**src/rtl/decode_pkg.sv**
```systemverilog
// Shared decode definitions for the issue front end: opcodes, target units,
// immediate formats and the issue FSM states.
package decode_pkg;

  localparam logic [6:0] OP_LUI    = 7'b0110111;
  localparam logic [6:0] OP_AUIPC  = 7'b0010111;
  localparam logic [6:0] OP_JAL    = 7'b1101111;
  localparam logic [6:0] OP_JALR   = 7'b1100111;
  localparam logic [6:0] OP_BRANCH = 7'b1100011;
  localparam logic [6:0] OP_LOAD   = 7'b0000011;
  localparam logic [6:0] OP_STORE  = 7'b0100011;
  localparam logic [6:0] OP_IMM    = 7'b0010011;
  localparam logic [6:0] OP_REG    = 7'b0110011;
  localparam logic [6:0] OP_FENCE  = 7'b0001111;
  localparam logic [6:0] OP_SYSTEM = 7'b1110011;

  typedef enum logic [1:0] {
    UNIT_ALU = 2'd0,
    UNIT_LSU = 2'd1,
    UNIT_BR  = 2'd2
  } unit_e;

  localparam logic [1:0] IMM_NONE = 2'd0;
  localparam logic [1:0] IMM_I    = 2'd1;
  localparam logic [1:0] IMM_S    = 2'd2;
  localparam logic [1:0] IMM_B    = 2'd3;

  typedef enum logic {
    RUN      = 1'b0,
    SER_WAIT = 1'b1
  } state_e;

endpackage

```
**src/rtl/issue_decoder.sv**
```systemverilog
// Field extraction and immediate generation for one RV32 instruction word.
module issue_decoder
  import decode_pkg::*;
(
  input  logic [31:0] instr,
  output logic [6:0]  opcode,
  output logic [4:0]  rd,
  output logic [4:0]  rs1,
  output logic [4:0]  rs2,
  output logic [2:0]  funct3,
  output logic [6:0]  funct7,
  output logic [31:0] imm,
  output logic [1:0]  imm_type
);

  assign opcode = instr[6:0];
  assign rd     = instr[11:7];
  assign funct3 = instr[14:12];
  assign rs1    = instr[19:15];
  assign rs2    = instr[24:20];
  assign funct7 = instr[31:25];

  // U and J immediates are still produced but reported as IMM_NONE
  always_comb begin
    imm      = '0;
    imm_type = IMM_NONE;
    case (opcode)
      OP_IMM, OP_LOAD, OP_JALR, OP_FENCE, OP_SYSTEM: begin
        imm      = {{20{instr[31]}}, instr[31:20]};
        imm_type = IMM_I;
      end
      OP_STORE: begin
        imm      = {{20{instr[31]}}, instr[31:25], instr[11:7]};
        imm_type = IMM_S;
      end
      OP_BRANCH: begin
        imm      = {{19{instr[31]}}, instr[31], instr[7], instr[30:25], instr[11:8], 1'b0};
        imm_type = IMM_B;
      end
      OP_LUI, OP_AUIPC: imm = {instr[31:12], 12'b0};
      OP_JAL: imm = {{11{instr[31]}}, instr[31], instr[19:12], instr[20], instr[30:21], 1'b0};
      default: begin
        imm      = '0;
        imm_type = IMM_NONE;
      end
    endcase
  end

endmodule

```
**src/rtl/issue_fifo.sv**
```systemverilog
// Count-based instruction FIFO holding {pc, instr}; head reads as zero when empty.
module issue_fifo #(
  parameter int DEPTH = 4
) (
  input  logic        clk,
  input  logic        rst,
  input  logic        clear,
  input  logic        push,
  input  logic        pop,
  input  logic [31:0] wr_pc,
  input  logic [31:0] wr_instr,
  output logic [31:0] rd_pc,
  output logic [31:0] rd_instr,
  output logic        empty,
  output logic        full
);

  localparam int PTR_W = $clog2(DEPTH);

  logic [63:0]      mem [DEPTH];
  logic [PTR_W-1:0] wr_ptr;
  logic [PTR_W-1:0] rd_ptr;
  logic [PTR_W:0]   count;
  logic             push_en;
  logic             pop_en;

  assign empty   = (count == '0);
  assign full    = (count == (PTR_W+1)'(DEPTH));
  assign push_en = push && !full && !clear;
  assign pop_en  = pop && !empty && !clear;

  always_ff @(posedge clk) begin
    if (push_en) mem[wr_ptr] <= {wr_pc, wr_instr};
  end

  // Power-of-two depth lets the pointers wrap by plain overflow
  always_ff @(posedge clk or posedge rst) begin
    if (rst) begin
      wr_ptr <= '0;
      rd_ptr <= '0;
      count  <= '0;
    end else if (clear) begin
      wr_ptr <= '0;
      rd_ptr <= '0;
      count  <= '0;
    end else begin
      if (push_en) wr_ptr <= wr_ptr + PTR_W'(1);
      if (pop_en)  rd_ptr <= rd_ptr + PTR_W'(1);
      case ({push_en, pop_en})
        2'b10:   count <= count + (PTR_W+1)'(1);
        2'b01:   count <= count - (PTR_W+1)'(1);
        default: count <= count;
      endcase
    end
  end

  // Zeroing the head while empty keeps the decoded issue fields at 0 after reset
  assign rd_pc    = empty ? '0 : mem[rd_ptr][63:32];
  assign rd_instr = empty ? '0 : mem[rd_ptr][31:0];

endmodule

```
**src/rtl/issue_ctrl.sv**
```systemverilog
// Tomasulo issue front end: buffers fetched instructions, classifies the head
// by target unit and issues one per cycle, serialising FENCE/SYSTEM.
module issue_ctrl
  import decode_pkg::*;
#(
  parameter int DEPTH = 4,
  parameter int CNT_W = 32
) (
  input  logic             clk,
  input  logic             rst,
  input  logic             fetch_valid,
  output logic             fetch_ready,
  input  logic [31:0]      fetch_instr,
  input  logic [31:0]      fetch_pc,
  input  logic             flush,
  input  logic             rob_full,
  input  logic             rob_empty,
  input  logic             alu_rs_ready,
  input  logic             lsu_rs_ready,
  input  logic             br_rs_ready,
  output logic             issue_valid,
  output logic [1:0]       issue_unit,
  output logic [31:0]      issue_pc,
  output logic [6:0]       issue_opcode,
  output logic [4:0]       issue_rd,
  output logic [4:0]       issue_rs1,
  output logic [4:0]       issue_rs2,
  output logic [2:0]       issue_funct3,
  output logic [6:0]       issue_funct7,
  output logic [31:0]      issue_imm,
  output logic [1:0]       issue_imm_type,
  output logic             illegal_pulse,
  output logic [CNT_W-1:0] stall_cycles
);

  state_e      state;
  state_e      state_next;
  logic [31:0] head_instr;
  logic        empty;
  logic        full;
  logic        pop;
  unit_e       head_unit;
  logic        head_legal;
  logic        head_ser;
  logic        unit_ready;
  logic        ser_go;

  issue_fifo #(.DEPTH(DEPTH)) u_fifo (
    .clk      (clk),
    .rst      (rst),
    .clear    (flush),
    .push     (fetch_valid),
    .pop      (pop),
    .wr_pc    (fetch_pc),
    .wr_instr (fetch_instr),
    .rd_pc    (issue_pc),
    .rd_instr (head_instr),
    .empty    (empty),
    .full     (full)
  );

  issue_decoder u_dec (
    .instr    (head_instr),
    .opcode   (issue_opcode),
    .rd       (issue_rd),
    .rs1      (issue_rs1),
    .rs2      (issue_rs2),
    .funct3   (issue_funct3),
    .funct7   (issue_funct7),
    .imm      (issue_imm),
    .imm_type (issue_imm_type)
  );

  assign fetch_ready = !full;
  assign issue_unit  = head_unit;
  assign pop         = issue_valid || illegal_pulse;

  always_comb begin
    head_unit  = UNIT_ALU;
    head_legal = 1'b0;
    head_ser   = 1'b0;
    case (issue_opcode)
      OP_REG, OP_IMM, OP_LUI, OP_AUIPC: head_legal = 1'b1;
      OP_FENCE, OP_SYSTEM: begin
        head_legal = 1'b1;
        head_ser   = 1'b1;
      end
      OP_LOAD, OP_STORE: begin
        head_unit  = UNIT_LSU;
        head_legal = 1'b1;
      end
      OP_BRANCH, OP_JAL, OP_JALR: begin
        head_unit  = UNIT_BR;
        head_legal = 1'b1;
      end
      default: head_legal = 1'b0;
    endcase
  end

  always_comb begin
    case (head_unit)
      UNIT_LSU: unit_ready = lsu_rs_ready;
      UNIT_BR:  unit_ready = br_rs_ready;
      default:  unit_ready = alu_rs_ready;
    endcase
  end

  // A serialising head may only leave once everything older has committed
  assign ser_go = rob_empty && !rob_full && alu_rs_ready;

  always_ff @(posedge clk or posedge rst) begin
    if (rst) state <= RUN;
    else     state <= state_next;
  end

  always_comb begin
    state_next = state;
    if (flush) begin
      state_next = RUN;
    end else begin
      case (state)
        RUN:      if (!empty && head_ser) state_next = SER_WAIT;
        SER_WAIT: if (!empty && ser_go)   state_next = RUN;
        default:  state_next = RUN;
      endcase
    end
  end

  always_comb begin
    issue_valid   = 1'b0;
    illegal_pulse = 1'b0;
    if (!flush && !empty) begin
      case (state)
        RUN: begin
          if (!head_legal)                            illegal_pulse = 1'b1;
          else if (!head_ser && !rob_full && unit_ready) issue_valid = 1'b1;
        end
        SER_WAIT: issue_valid = ser_go;
        default:  issue_valid = 1'b0;
      endcase
    end
  end

  always_ff @(posedge clk or posedge rst) begin
    if (rst) begin
      stall_cycles <= '0;
    end else if (!empty && !issue_valid && !illegal_pulse && !flush && (stall_cycles != '1)) begin
      stall_cycles <= stall_cycles + CNT_W'(1);
    end
  end

endmodule
```
**config.mk**
```make
export PLATFORM = sky130hd
export DESIGN_NAME = issue_ctrl
export DESIGN_NICKNAME = d
export VERILOG_FILES = /design/src/rtl/decode_pkg.sv /design/src/rtl/issue_decoder.sv /design/src/rtl/issue_fifo.sv /design/src/rtl/issue_ctrl.sv
export SDC_FILE = /design/constraint.sdc
export NUM_CORES = 1
export LEC_CHECK = 0
export BUFFER_PORTS_ARGS = -buffer_cell sky130_fd_sc_hd__buf_2
export CAP_MARGIN = 20
export CORE_AREA = 2 2 159 161
export DETAILED_ROUTE_END_ITERATION = 7
export DIE_AREA = 0 0 161 163
export GPL_TIMING_DRIVEN = 0
export MAX_ROUTING_LAYER = met4
export PLACE_DENSITY_LB_ADDON = 0.2
export SLEW_MARGIN = 20
export SYNTH_ARGS = -nofsm -noshare
export SYNTH_HDL_FRONTEND = slang
export SYNTH_SLANG_ARGS = --single-unit
```
**constraint.sdc**
```tcl
create_clock -name clk -period 3.9 [get_ports clk]
set_clock_uncertainty 0.1 [all_clocks]
set_input_delay 0.78 -clock clk [delete_from_list [all_inputs] [get_ports clk]]
set_output_delay 0.78 -clock clk [all_outputs]
set_load 0.1 [all_outputs]
```
==> impl_metrics.toml <==
[timing]
final-setup-viol-count = 32
drv_slew = 0
max_freq_ghz = 0.237
rsz0062_at_grt = "true"
worst_pin_slew_ps = 869
finalCritPeriodShare_pct = 108
relSlewSlack_pct = 41.9
fin_crit_ps = 4230
hold_viol_final = 0
fin_ws_ps = -326

[placement]
post-place-ws_ps = -715
dpl.hpwl_mm = 18.1
dp.cells = 1270
numPortBuffers = 207
gp_congestion = 0.812
placed_area_um2 = 14500

[run_status]
status = "finished, violations left"
violations = "setup timing"

[grt]
grt_max_degree = 47
grt-ovfl-total = 0
antenna_found_initial = 5
grt_pass1_wl_mm = 42.7
track_usage_pct = 21.8
grt_pass1_vias = 7689

[pwr]
power.total_w = 0.0121
peakVddDrop_v = 0.000898
power_density_nw_per_um2 = 717
p_leak_nw = 6.47

[setup_path]
criticalPathCategory = "flop to primary output"
arrival_ps = 3350
crit_family = "buffers and inverters"
crit_buf_inv = 6
cpMaxStageDelayCell = "mux4_2"
cp-end-kind = "primary output"
rrSetupSlack_ps = -90
crit_required_ps = 3020
critical-path-max-stage-delay_ps = 570
crit_chain = "buf_8 > inv_2 > mux4_2 > or3b_4 > buf_4 > buf_6 > o311ai_4 > buf_4 > o21ai_4 > a21bo_2 > buf_12"
critPathLaunchType = "flop"
critical_path.max_fanout = 8
cpMostUsedCell = "buf_4"
crit_cells = 11
r2r_cells = 15

[clocking]
cts.htree.levels = 1
clockBufferDepth = 3
clock_latency_ps = 550
root_buffer = "clkbuf_16"
clkTransAtPathRegs_ps = 60
cts_buffers = 30
cts_tree = "built"
clock_sinks = 296
ctsHoldBuffers = 0

[drt]
dr.pass1.iters = 5
avgViaCountPerCell = 5.49
wl_mm = 29.1
drtIter0Drc = 526
drc = 0
vias = 7553
wl_per_cell_um = 21.2
antenna_left = 0

[cells_and_area]
fin_util_pct = 68.3
area_delta_synth_final_pct = 35.8
stdcell_area_um2 = 16800
final_layout_size_suffix_gt1_share_pct = 48.6
fin_nets = 1099
instances_no_fill = 1376

[floorplan]
chipWidth_um = 161
ios = 208
start_util_pct = 50.3
core_area_um2 = 24700
row_count = 58
dieArea_um2 = 26200
die_y_um = 163

[logic_synthesis]
ys_async_sr_fraction_pct = 13.5
syn_inst = 728
ys_types = 64
ys_seq_area_share_pct = 70.0
ys.warnings.count = 0
avgSynthCellArea_um2 = 17.0
ys.flop_type = "edfxtp_1"
syn_nets = 810
synth_edf_count = 256
syn_area_um2 = 12400
ys_ff_latch = 296

[worst_hold_path]
hold_path_class = "input port to async pin"

[flow_run]
maxCapViolCount = 0
[through the flow]
stage	TNS (ps)	hold WS, ps
2_1_floorplan	-8450	443
3_3_place_gp	-216860	368
3_5_place_dp	-14400	377
4_1_cts	-5740	39.3
5_1_grt	-9550	55.7
6_report	-6010	58.6
[report_power, final]
part	switching, W	internal [W]	leakage (nW)
registers	0.0000786	0.00366	2.85
logic	0.00416	0.00139	3.15
clock network	0.00115	0.00164	0.463
total	0.00539	0.00668	6.47
[flip-flops by register name, indices dropped and copies added, names as in the netlist]
signal and cells:
stall_cycles 32, state 1, u_fifo.count 3, u_fifo.wr_ptr 2, u_fifo.rd_ptr 2, u_fifo.mem 256
[cell usage after synthesis, types with 6 or more instances]
library cell,instances,area [um2]
a211oi_1,7,52.6
a21bo_2,8,80.1
and2_1,61,382
and3_1,6,37.5
buf_1,8,30.0
clkbuf_1,19,71.3
dfrtp_1,40,1000
edfxtp_1,256,7690
ha_1,8,100
inv_1,24,90.1
mux4_2,62,1400
nand2_1,34,128
nand3_1,14,70.1
nand4_1,6,37.5
nor2_1,33,124
nor2b_1,6,37.5
nor3_1,23,115
nor4_1,6,37.5
o21ai_0,15,75.1
xnor2_1,7,61.3
xor2_1,26,228
[path summary, 6_finish.rpt]
check,from,endpoint
worst max-delay path,u_fifo.rd_ptr[0]$_DFFE_PP0P_,issue_imm[15]
worst min-delay path,rst,u_fifo.wr_ptr[0]$_DFFE_PP0P_
worst max register to register,u_fifo.rd_ptr[0]$_DFFE_PP0P_,u_fifo.count[2]$_DFFE_PP0P_
worst min register to register,stall_cycles[6]$_DFFE_PP0P_,stall_cycles[6]$_DFFE_PP0P_
max in group asynchronous,rst,stall_cycles[22]$_DFFE_PP0P_
min in group clk,fetch_instr[27],u_fifo.mem[0][27]$_DFFE_PP_
[timing repair]
action                                  CTS  global route
pin swaps                                13            20
gates cloned                              0             2
resized for setup                       173            93
endpoints found under the setup margin   92            95
buffers inserted                         19            28
[layer usage]
| metal | share of wire (%) | GRT usage (%) |
|---|---|---|
| met5 | 0 | - |
| met4 | 2.6 | 4.87 |
| met3 | 6.8 | 4.33 |
| met2 | 50 | 35.9 |
| met1 | 41 | 28.6 |
[layout make-up]
class	count	area [um2]
clock buffers	42	847
inverters	25	97.6
plain buffers	30	228
multi-input cells	374	4320
clock inverters	13	116
diodes	6	15.0
well taps	330	413
repair buffers	260	2110
fillers	1641	7830
flip-flops and latches	296	8690
[logic make-up after synthesis]
kind of cell / Yosys count / share of synthesized area, %
XOR/XNOR: 34 / 2.51
buffers and inverters: 58 / 1.89
multiplexers: 67 / 11.7
adder cells (fa/ha/maj): 9 / 0.968
flip-flops: 296 / 70.0
AND/OR/NAND/NOR: 205 / 8.91
AO/OA/AOI/OAI: 59 / 4.01
[placed cells by master (no fill, tap or decap), types with 4 or more instances in the layout]
master and n:
xor2_1 26, buf_6 9, edfxtp_1 256, nor4_4 6
nand3_1 13, clkinv_1 6, nor2b_1 6, and2_1 53
o21ai_4 13, and3_1 5, a211oi_1 4, clkbuf_2 7
inv_2 4, nand4_1 6, nor2_1 14, nor2_4 17
clkbuf_16 33, dfrtp_1 40, buf_12 40, ha_1 6
xnor2_1 7, o2bb2ai_2 4, nor3_2 12, buf_2 171
nor3_4 8, clkbuf_1 15, and2_4 8, a21bo_4 5
nand2_1 34, inv_1 20, diode_2 6, buf_4 47
mux4_2 62
(Power assumes the default switching activity.)
